### config.mk
export PLATFORM = sky130hd
export DESIGN_NAME = morse_decoder_hs
export DESIGN_NICKNAME = d
export VERILOG_FILES = /design/src/rtl/morse_decoder_hs.sv
export SDC_FILE = /design/constraint.sdc
export NUM_CORES = 1
export LEC_CHECK = 0
export CAP_MARGIN = 5
export CORE_ASPECT_RATIO = 1.5
export CORE_MARGIN = 4
export CORE_UTILIZATION = 48
export CTS_BUF_LIST = sky130_fd_sc_hd__clkbuf_4
export CTS_CLUSTER_DIAMETER = 200
export DETAILED_ROUTE_END_ITERATION = 8
export PLACE_DENSITY = 0.65
export SKIP_LAST_GASP = 1
export SLEW_MARGIN = 30
export SYNTH_ARGS = -nofsm -noshare
export SYNTH_HDL_FRONTEND = slang
export SYNTH_SLANG_ARGS = --single-unit
### constraint.sdc
create_clock -name clk -period 5.4 [get_ports clk]
set_clock_uncertainty 0.1 [all_clocks]
set_input_delay 1.35 -clock clk [delete_from_list [all_inputs] [get_ports clk]]
set_output_delay 1.35 -clock clk [all_outputs]
set_load 0.02 [all_outputs]
### src/rtl/morse_decoder_hs.sv
// Morse key decoder with programmable timing.
// Raw key -> 2-FF synchroniser -> debouncer -> edge timer -> IDLE/PRESS/GAP
// FSM that collects dots and dashes. Each finished character is decoded to
// ASCII and presented on a single-entry valid/ready output register.
module morse_decoder_hs #(
  parameter int UNIT_TICKS     = 5000000,  // cycles per Morse time unit U (>= 4)
  parameter int DEBOUNCE_TICKS = 500000,   // stable cycles before a level change (>= 1)
  parameter int MAX_SYMBOLS    = 5,        // symbols per character (5..7)
  parameter int CNT_W          = 32        // timer width, must hold 8*UNIT_TICKS
) (
  input  logic       clk,
  input  logic       reset,
  input  logic       morse_in,
  output logic [7:0] ascii_char,
  output logic       char_valid,
  input  logic       char_ready,
  output logic       button_pressed,
  output logic       overrun,
  output logic [2:0] sym_count
);

  localparam logic [1:0] S_IDLE  = 2'd0;
  localparam logic [1:0] S_PRESS = 2'd1;
  localparam logic [1:0] S_GAP   = 2'd2;

  // The timer reads N-1 in the N-th cycle of a level, so thresholds sit one below
  // the nominal length: a press of 2U cycles is the first dash, a gap of 3U cycles
  // the first that closes a character.
  localparam logic [CNT_W-1:0] T_DASH = CNT_W'(2 * UNIT_TICKS - 1);
  localparam logic [CNT_W-1:0] T_CHAR = CNT_W'(3 * UNIT_TICKS - 1);
  localparam logic [CNT_W-1:0] T_WORD = CNT_W'(7 * UNIT_TICKS - 1);
  localparam logic [CNT_W-1:0] T_SAT  = CNT_W'(8 * UNIT_TICKS);

  localparam logic [2:0] SYM_MAX = 3'(MAX_SYMBOLS);

  localparam int               DB_W    = (DEBOUNCE_TICKS > 1) ? $clog2(DEBOUNCE_TICKS) : 1;
  localparam logic [DB_W-1:0]  DB_LAST = DB_W'(DEBOUNCE_TICKS - 1);

  logic [1:0]             sync_q;
  logic                   db_level;
  logic [DB_W-1:0]        db_cnt;
  logic                   db_load;
  logic                   rise_evt;
  logic                   fall_evt;
  logic [CNT_W-1:0]       cnt;
  logic [1:0]             state;
  logic [MAX_SYMBOLS-1:0] pattern;
  logic                   err;
  logic                   word_pending;
  logic                   dash_bit;
  logic                   letter_evt;
  logic                   space_evt;
  logic                   emit_evt;
  logic [7:0]             emit_code;

  // International Morse lookup; pattern holds the first symbol in the MSB of the
  // used bits (dot = 0, dash = 1), unused upper bits are always zero.
  function automatic logic [7:0] decode(input logic [2:0] len, input logic [4:0] p);
    logic [7:0] c;
    c = 8'h3F;
    case ({len, p})
      {3'd1, 5'b00000}: c = 8'h45;  // E
      {3'd1, 5'b00001}: c = 8'h54;  // T
      {3'd2, 5'b00000}: c = 8'h49;  // I
      {3'd2, 5'b00001}: c = 8'h41;  // A
      {3'd2, 5'b00010}: c = 8'h4E;  // N
      {3'd2, 5'b00011}: c = 8'h4D;  // M
      {3'd3, 5'b00000}: c = 8'h53;  // S
      {3'd3, 5'b00001}: c = 8'h55;  // U
      {3'd3, 5'b00010}: c = 8'h52;  // R
      {3'd3, 5'b00011}: c = 8'h57;  // W
      {3'd3, 5'b00100}: c = 8'h44;  // D
      {3'd3, 5'b00101}: c = 8'h4B;  // K
      {3'd3, 5'b00110}: c = 8'h47;  // G
      {3'd3, 5'b00111}: c = 8'h4F;  // O
      {3'd4, 5'b00000}: c = 8'h48;  // H
      {3'd4, 5'b00001}: c = 8'h56;  // V
      {3'd4, 5'b00010}: c = 8'h46;  // F
      {3'd4, 5'b00100}: c = 8'h4C;  // L
      {3'd4, 5'b00110}: c = 8'h50;  // P
      {3'd4, 5'b00111}: c = 8'h4A;  // J
      {3'd4, 5'b01000}: c = 8'h42;  // B
      {3'd4, 5'b01001}: c = 8'h58;  // X
      {3'd4, 5'b01010}: c = 8'h43;  // C
      {3'd4, 5'b01011}: c = 8'h59;  // Y
      {3'd4, 5'b01100}: c = 8'h5A;  // Z
      {3'd4, 5'b01101}: c = 8'h51;  // Q
      {3'd5, 5'b00000}: c = 8'h35;  // 5
      {3'd5, 5'b00001}: c = 8'h34;  // 4
      {3'd5, 5'b00011}: c = 8'h33;  // 3
      {3'd5, 5'b00111}: c = 8'h32;  // 2
      {3'd5, 5'b01111}: c = 8'h31;  // 1
      {3'd5, 5'b10000}: c = 8'h36;  // 6
      {3'd5, 5'b11000}: c = 8'h37;  // 7
      {3'd5, 5'b11100}: c = 8'h38;  // 8
      {3'd5, 5'b11110}: c = 8'h39;  // 9
      {3'd5, 5'b11111}: c = 8'h30;  // 0
      default:          c = 8'h3F;  // ?
    endcase
    return c;
  endfunction

  // Two-stage synchroniser for the asynchronous key input.
  always_ff @(posedge clk or posedge reset) begin
    // NOTE: sequential state uses non-blocking assignments so every register
    // samples the pre-edge values regardless of statement order.
    if (reset) sync_q <= 2'b00;
    else       sync_q <= {sync_q[0], morse_in};
  end

  // Debounce event and level edges; a rise or fall is the cycle db_level is about to flip.
  always_comb begin
    // NOTE: every combinational output gets a default first so no path can infer a latch.
    db_load  = 1'b0;
    rise_evt = 1'b0;
    fall_evt = 1'b0;
    dash_bit = 1'b0;
    if ((sync_q[1] != db_level) && (db_cnt == DB_LAST)) db_load = 1'b1;
    rise_evt = db_load && !db_level;
    fall_evt = db_load &&  db_level;
    dash_bit = (cnt >= T_DASH);
  end

  // Debouncer: any return to the current level restarts the stability count.
  always_ff @(posedge clk or posedge reset) begin
    if (reset) begin
      db_level <= 1'b0;
      db_cnt   <= '0;
    end else if (db_load) begin
      db_level <= sync_q[1];
      db_cnt   <= '0;
    end else if (sync_q[1] != db_level) begin
      db_cnt   <= db_cnt + 1'b1;
    end else begin
      db_cnt   <= '0;
    end
  end

  // Cycles spent at the current debounced level, saturating instead of wrapping.
  always_ff @(posedge clk or posedge reset) begin
    if (reset)             cnt <= '0;
    else if (db_load)      cnt <= '0;
    else if (cnt != T_SAT) cnt <= cnt + 1'b1;
  end

  // Character and word completion events, and the code that goes with them.
  always_comb begin
    letter_evt = (state == S_GAP) && (cnt == T_CHAR) && (sym_count != 3'd0);
    space_evt  = (state == S_GAP) && (cnt == T_WORD) && word_pending;
    emit_evt   = letter_evt || space_evt;
    emit_code  = 8'h3F;
    if (space_evt)  emit_code = 8'h20;
    else if (!err)  emit_code = decode(sym_count, pattern[4:0]);
  end

  // Symbol collection FSM.
  always_ff @(posedge clk or posedge reset) begin
    if (reset) begin
      state        <= S_IDLE;
      pattern      <= '0;
      sym_count    <= 3'd0;
      err          <= 1'b0;
      word_pending <= 1'b0;
    end else begin
      case (state)
        S_IDLE: begin
          if (rise_evt) state <= S_PRESS;
        end
        S_PRESS: begin
          if (fall_evt) begin
            pattern <= {pattern[MAX_SYMBOLS-2:0], dash_bit};
            if (sym_count == SYM_MAX) err <= 1'b1;
            else                      sym_count <= sym_count + 3'd1;
            state <= S_GAP;
          end
        end
        S_GAP: begin
          if (letter_evt) begin
            pattern      <= '0;
            sym_count    <= 3'd0;
            err          <= 1'b0;
            word_pending <= 1'b1;
          end
          if (cnt == T_WORD) begin
            word_pending <= 1'b0;
            state        <= S_IDLE;
          end
          // A rise always wins: it either continues the character or, on the
          // very cycle the character closed, starts the next one.
          if (rise_evt) state <= S_PRESS;
        end
        default: state <= S_IDLE;
      endcase
    end
  end

  // Single-entry output register with valid/ready handshake and sticky overrun.
  always_ff @(posedge clk or posedge reset) begin
    if (reset) begin
      ascii_char <= 8'h00;
      char_valid <= 1'b0;
      overrun    <= 1'b0;
    end else if (emit_evt) begin
      if (!char_valid || char_ready) begin
        ascii_char <= emit_code;
        char_valid <= 1'b1;
      end else begin
        overrun    <= 1'b1;
      end
    end else if (char_valid && char_ready) begin
      char_valid <= 1'b0;
    end
  end

  assign button_pressed = db_level;

endmodule

==> metrics.yaml <==
clock_network:
  numClockSinks: 75
  htree_levels: 3
  ctsRootBufferMaster: "sky130_fd_sc_hd__clkbuf_4"
  tritoncts: "yes"
  cts.clk_slew.worst_paths_ps: 110
  insertion_delay_ps: 430
  cts_resized: 0
  cts_setup_buffers: 0
  clockBufferDepth: 2
  numCtsBuffers: 9
  post_cts_hold_buffer_count: 0
die:
  floorplan.io_pins: 18
  rows: 42
  initial_core_util_pct: 49.9
  core-area_sq_um: 8930
  design.die.area_sq_um: 10900
  die_height_microns: 126
  chipWidth_microns: 86.7
yosys:
  synthCells: 497
  number_of_enable_flip_flop_cells_after_synthesis: 0
  synth.top_cells.by_area: "sky130_fd_sc_hd__dfrtp_1, sky130_fd_sc_hd__nor2_1, sky130_fd_sc_hd__xnor2_1, sky130_fd_sc_hd__xor2_1, sky130_fd_sc_hd__nand3_1"
  postSynthAreaPerCell_sq_um: 8.98
  synthesis.yosys.warnings: 0
  synth.cell_area_sq_um: 4460
  postSynthRegisterBits: 75
  ys_dominant_reg_cell: "sky130_fd_sc_hd__dfrtp_1"
  async_reset_ff_share_pct: 100
  netlist.area_leader.share_pct: 42.1
  synthesis.nets: 507
  synth.distinct_cells: 67
  yosys.area.top_type: "sky130_fd_sc_hd__dfrtp_1"
  synth_sequential_area_ratio_pct: 42.1
layout:
  area_growth_pct: 8.05
  final_layout_size_suffix_gt1_share_pct: 5.54
  fin_nets: 510
  fillerInstances: 860
route:
  first_iter_violations: 183
  routedWlPerCell_microns: 15.9
  drc: 0
  avgViaCountPerCell: 5.86
  pre_repair_dr_iteration_count: 4
  dr_total_vias: 3610
  finalWirelength_microns: 9780
  final_antenna_net_count: 0
status:
  outcome: "complete, no violations"
power_and_ir_drop:
  power.ir.vdd_worst_mv: 0.193
  p_per_area_nw_per_um2: 199
  power.static_leakage_nw: 2.04
sta:
  max_slew_margin_pct: 42.8
  period_minus_ws_final_ps: 3330
  report.final.setup_viol: 0
  setup_repair_after_global_routing_missed_its_margin: "no"
  worst_slew_pin_slew_ps: 852
  final_min_period_over_clock_period_pct: 61.7
  final-max-slew-violation-count: 0
  maximum_operating_frequency_mhz: 300
  setup_slack_ps: 2070
  hold_viol_final: 0
  setup-tns-final_ps: 0
place:
  preCtsSetupSlack_ps: 2330
  last_weighted_congestion_value_of_the_routability_driven_placer: 0.844
  dp_hpwl_microns: 6940
  io_buffer_count: 16
global_route:
  grt_pass1_vias: 3540
  groute.usage.overall_pct: 19.3
  grt_antenna_before_repair: 1
  grt_pass1_wl_microns: 17000
  globalRoute.totalOverflow: 0
  grt_max_degree: 46
setup_path:
  crit_type: "flip-flop to output pin"
  timing.critical_path.buf_inv: 1
  worstPathCellList: "clkdlybuf4s50_1"
  crit_path_top_delay_cell: "sky130_fd_sc_hd__dfrtp_1"
  arrival_ps: 1880
  slowest_delay_ps: 740
  critPathTopFamily: "flip-flops"
  endpoint_required_time_on_the_critical_path_ps: 3950
  critical_path.max_fanout: 21
  cp-start-kind: "flip-flop"
  worstSetupEndpointType: "output pin"
min_path:
  path_category_of_the_worst_min_delay_check: "flip-flop to flip-flop"
flow_run:
  drv.max_cap_violation_count: 0
==> layout by cell type (no fill, tap or decap), types with 3 or more instances in the layout <==
| master | n |
|---|---|
| sky130_fd_sc_hd__a41oi_1 | 3 |
| sky130_fd_sc_hd__a22o_1 | 5 |
| sky130_fd_sc_hd__nand3_1 | 32 |
| sky130_fd_sc_hd__clkbuf_4 | 9 |
| sky130_fd_sc_hd__nor4bb_1 | 4 |
| sky130_fd_sc_hd__a21oi_1 | 7 |
| sky130_fd_sc_hd__dfrtp_1 | 75 |
| sky130_fd_sc_hd__ha_1 | 6 |
| sky130_fd_sc_hd__o211ai_1 | 3 |
| sky130_fd_sc_hd__and3_1 | 16 |
| sky130_fd_sc_hd__nor2b_1 | 14 |
| sky130_fd_sc_hd__clkdlybuf4s50_1 | 16 |
| sky130_fd_sc_hd__nand4_1 | 11 |
| sky130_fd_sc_hd__nor4_1 | 12 |
| sky130_fd_sc_hd__xor2_1 | 23 |
| sky130_fd_sc_hd__a22oi_1 | 3 |
| sky130_fd_sc_hd__clkinv_2 | 3 |
| sky130_fd_sc_hd__o21a_1 | 3 |
| sky130_fd_sc_hd__nand2b_1 | 12 |
| sky130_fd_sc_hd__nand2_1 | 31 |
| sky130_fd_sc_hd__inv_1 | 16 |
| sky130_fd_sc_hd__nand3b_1 | 3 |
| sky130_fd_sc_hd__nor2_1 | 70 |
| sky130_fd_sc_hd__xnor2_1 | 25 |
| sky130_fd_sc_hd__nor3b_1 | 4 |
| sky130_fd_sc_hd__or3_1 | 6 |
| sky130_fd_sc_hd__a211oi_1 | 4 |
| sky130_fd_sc_hd__o21ai_0 | 20 |
| sky130_fd_sc_hd__or4_1 | 4 |
| sky130_fd_sc_hd__nor3_1 | 10 |
| sky130_fd_sc_hd__and3b_1 | 3 |
==> logic make-up (layout without fill, tap and decap cells) <==
| logic type | after synthesis | after routing | synth area share [%] |
|---|---|---|---|
| other | 1 | 2 | 0.0840 |
| AND/OR/NAND/NOR | 252 | 252 | 31.4 |
| adder cells (fa/ha/maj) | 6 | 6 | 1.68 |
| buffers and inverters | 43 | 51 | 4.01 |
| multiplexers | 1 | 1 | 0.224 |
| XOR/XNOR | 48 | 48 | 9.42 |
| flip-flops | 75 | 75 | 42.1 |
| AO/OA/AOI/OAI | 71 | 71 | 11.2 |
==> sequential cells by signal (all words and copies together), names as in the netlist, 2 cells and up <==
signal      cells
cnt            32
db_cnt         19
ascii_char      7
pattern         5
sym_count       3
state           2
sync_q          2
==> power by group <==
group	internal (W)	switching, W
clock	0.000182	0.000189
combinational	0.00000479	0.0000156
sequential	0.000564	0.00000207
total	0.000751	0.000206
==> per-stage QoR <==
step                util (%)  hold WS, ps  total power (W)  area [sq um]  instances
floorplan                  -          231         0.000592          4460        497
global placement        52.3          240         0.000598          4670        599
detailed placement      52.3          243         0.000599          4670        599
CTS                     53.9          267         0.000973          4820        615
global route            54.0          275          0.00100          4820        616
finish                  54.0          265         0.000957          4820        616
==> synthesized netlist by cell type (2+ instances only) <==
cell type and n:
sky130_fd_sc_hd__nor2b_1 14, sky130_fd_sc_hd__o21a_1 3, sky130_fd_sc_hd__nand2_1 31, sky130_fd_sc_hd__o21ai_0 20
sky130_fd_sc_hd__a32o_1 2, sky130_fd_sc_hd__nor4bb_1 4, sky130_fd_sc_hd__nand3_1 32, sky130_fd_sc_hd__nor4_1 12
sky130_fd_sc_hd__buf_2 5, sky130_fd_sc_hd__inv_1 17, sky130_fd_sc_hd__a211oi_1 4, sky130_fd_sc_hd__nand4_1 11
sky130_fd_sc_hd__nor3b_1 4, sky130_fd_sc_hd__o211ai_1 3, sky130_fd_sc_hd__nor2_1 70, sky130_fd_sc_hd__nor4_2 3
sky130_fd_sc_hd__ha_1 6, sky130_fd_sc_hd__a22o_1 5, sky130_fd_sc_hd__nor3_1 10, sky130_fd_sc_hd__or4_1 4
sky130_fd_sc_hd__a41oi_1 3, sky130_fd_sc_hd__and3_1 16, sky130_fd_sc_hd__nand3b_1 3, sky130_fd_sc_hd__nor4b_1 2
sky130_fd_sc_hd__dfrtp_1 75, sky130_fd_sc_hd__o2bb2ai_1 2, sky130_fd_sc_hd__a21boi_0 2, sky130_fd_sc_hd__a21oi_1 7
sky130_fd_sc_hd__clkbuf_1 19, sky130_fd_sc_hd__and3b_1 3, sky130_fd_sc_hd__and2_1 2, sky130_fd_sc_hd__o32a_1 2
sky130_fd_sc_hd__xor2_1 23, sky130_fd_sc_hd__or3_1 6, sky130_fd_sc_hd__a21o_1 2, sky130_fd_sc_hd__a32oi_1 2
sky130_fd_sc_hd__a22oi_1 3, sky130_fd_sc_hd__xnor2_1 25, sky130_fd_sc_hd__nand2b_1 12
==> metal layers <==
layer	track usage (%)	up-vias	wire length, microns
li1	-	1771	-
met1	24.5	1724	4160
met2	31.4	88	4930
met3	3.14	27	345
met4	10.1	0	344
met5	0	-	0
==> final timing paths <==
kind / from / slack [ps] / depth (start not counted) / endpoint
min in group asynchronous: reset / 1210 / 2 / ascii_char[0]
min: sync_q[0] / 270 / 0 / sync_q[1]
max in group asynchronous: reset / 2990 / 3 / sym_count[1]
max: sym_count[0] / 2070 / 1 / sym_count[0]
max reg2reg: db_cnt[7] / 2390 / 7 / pattern[0]
min reg2reg: sync_q[0] / 270 / 0 / sync_q[1]
==> area by class of cell <==
class	instances	area, sq um	share of cell area, %
clock inverters	7	82.6	1.71
well taps	110	138	2.85
clock buffers	9	67.6	1.40
repair buffers	18	175	3.63
inverters	17	63.8	1.32
diodes	1	2.50	0.0519
multi-input cells	379	2410	50.1
flip-flops and latches	75	1880	38.9
(Power assumes the default switching activity.)
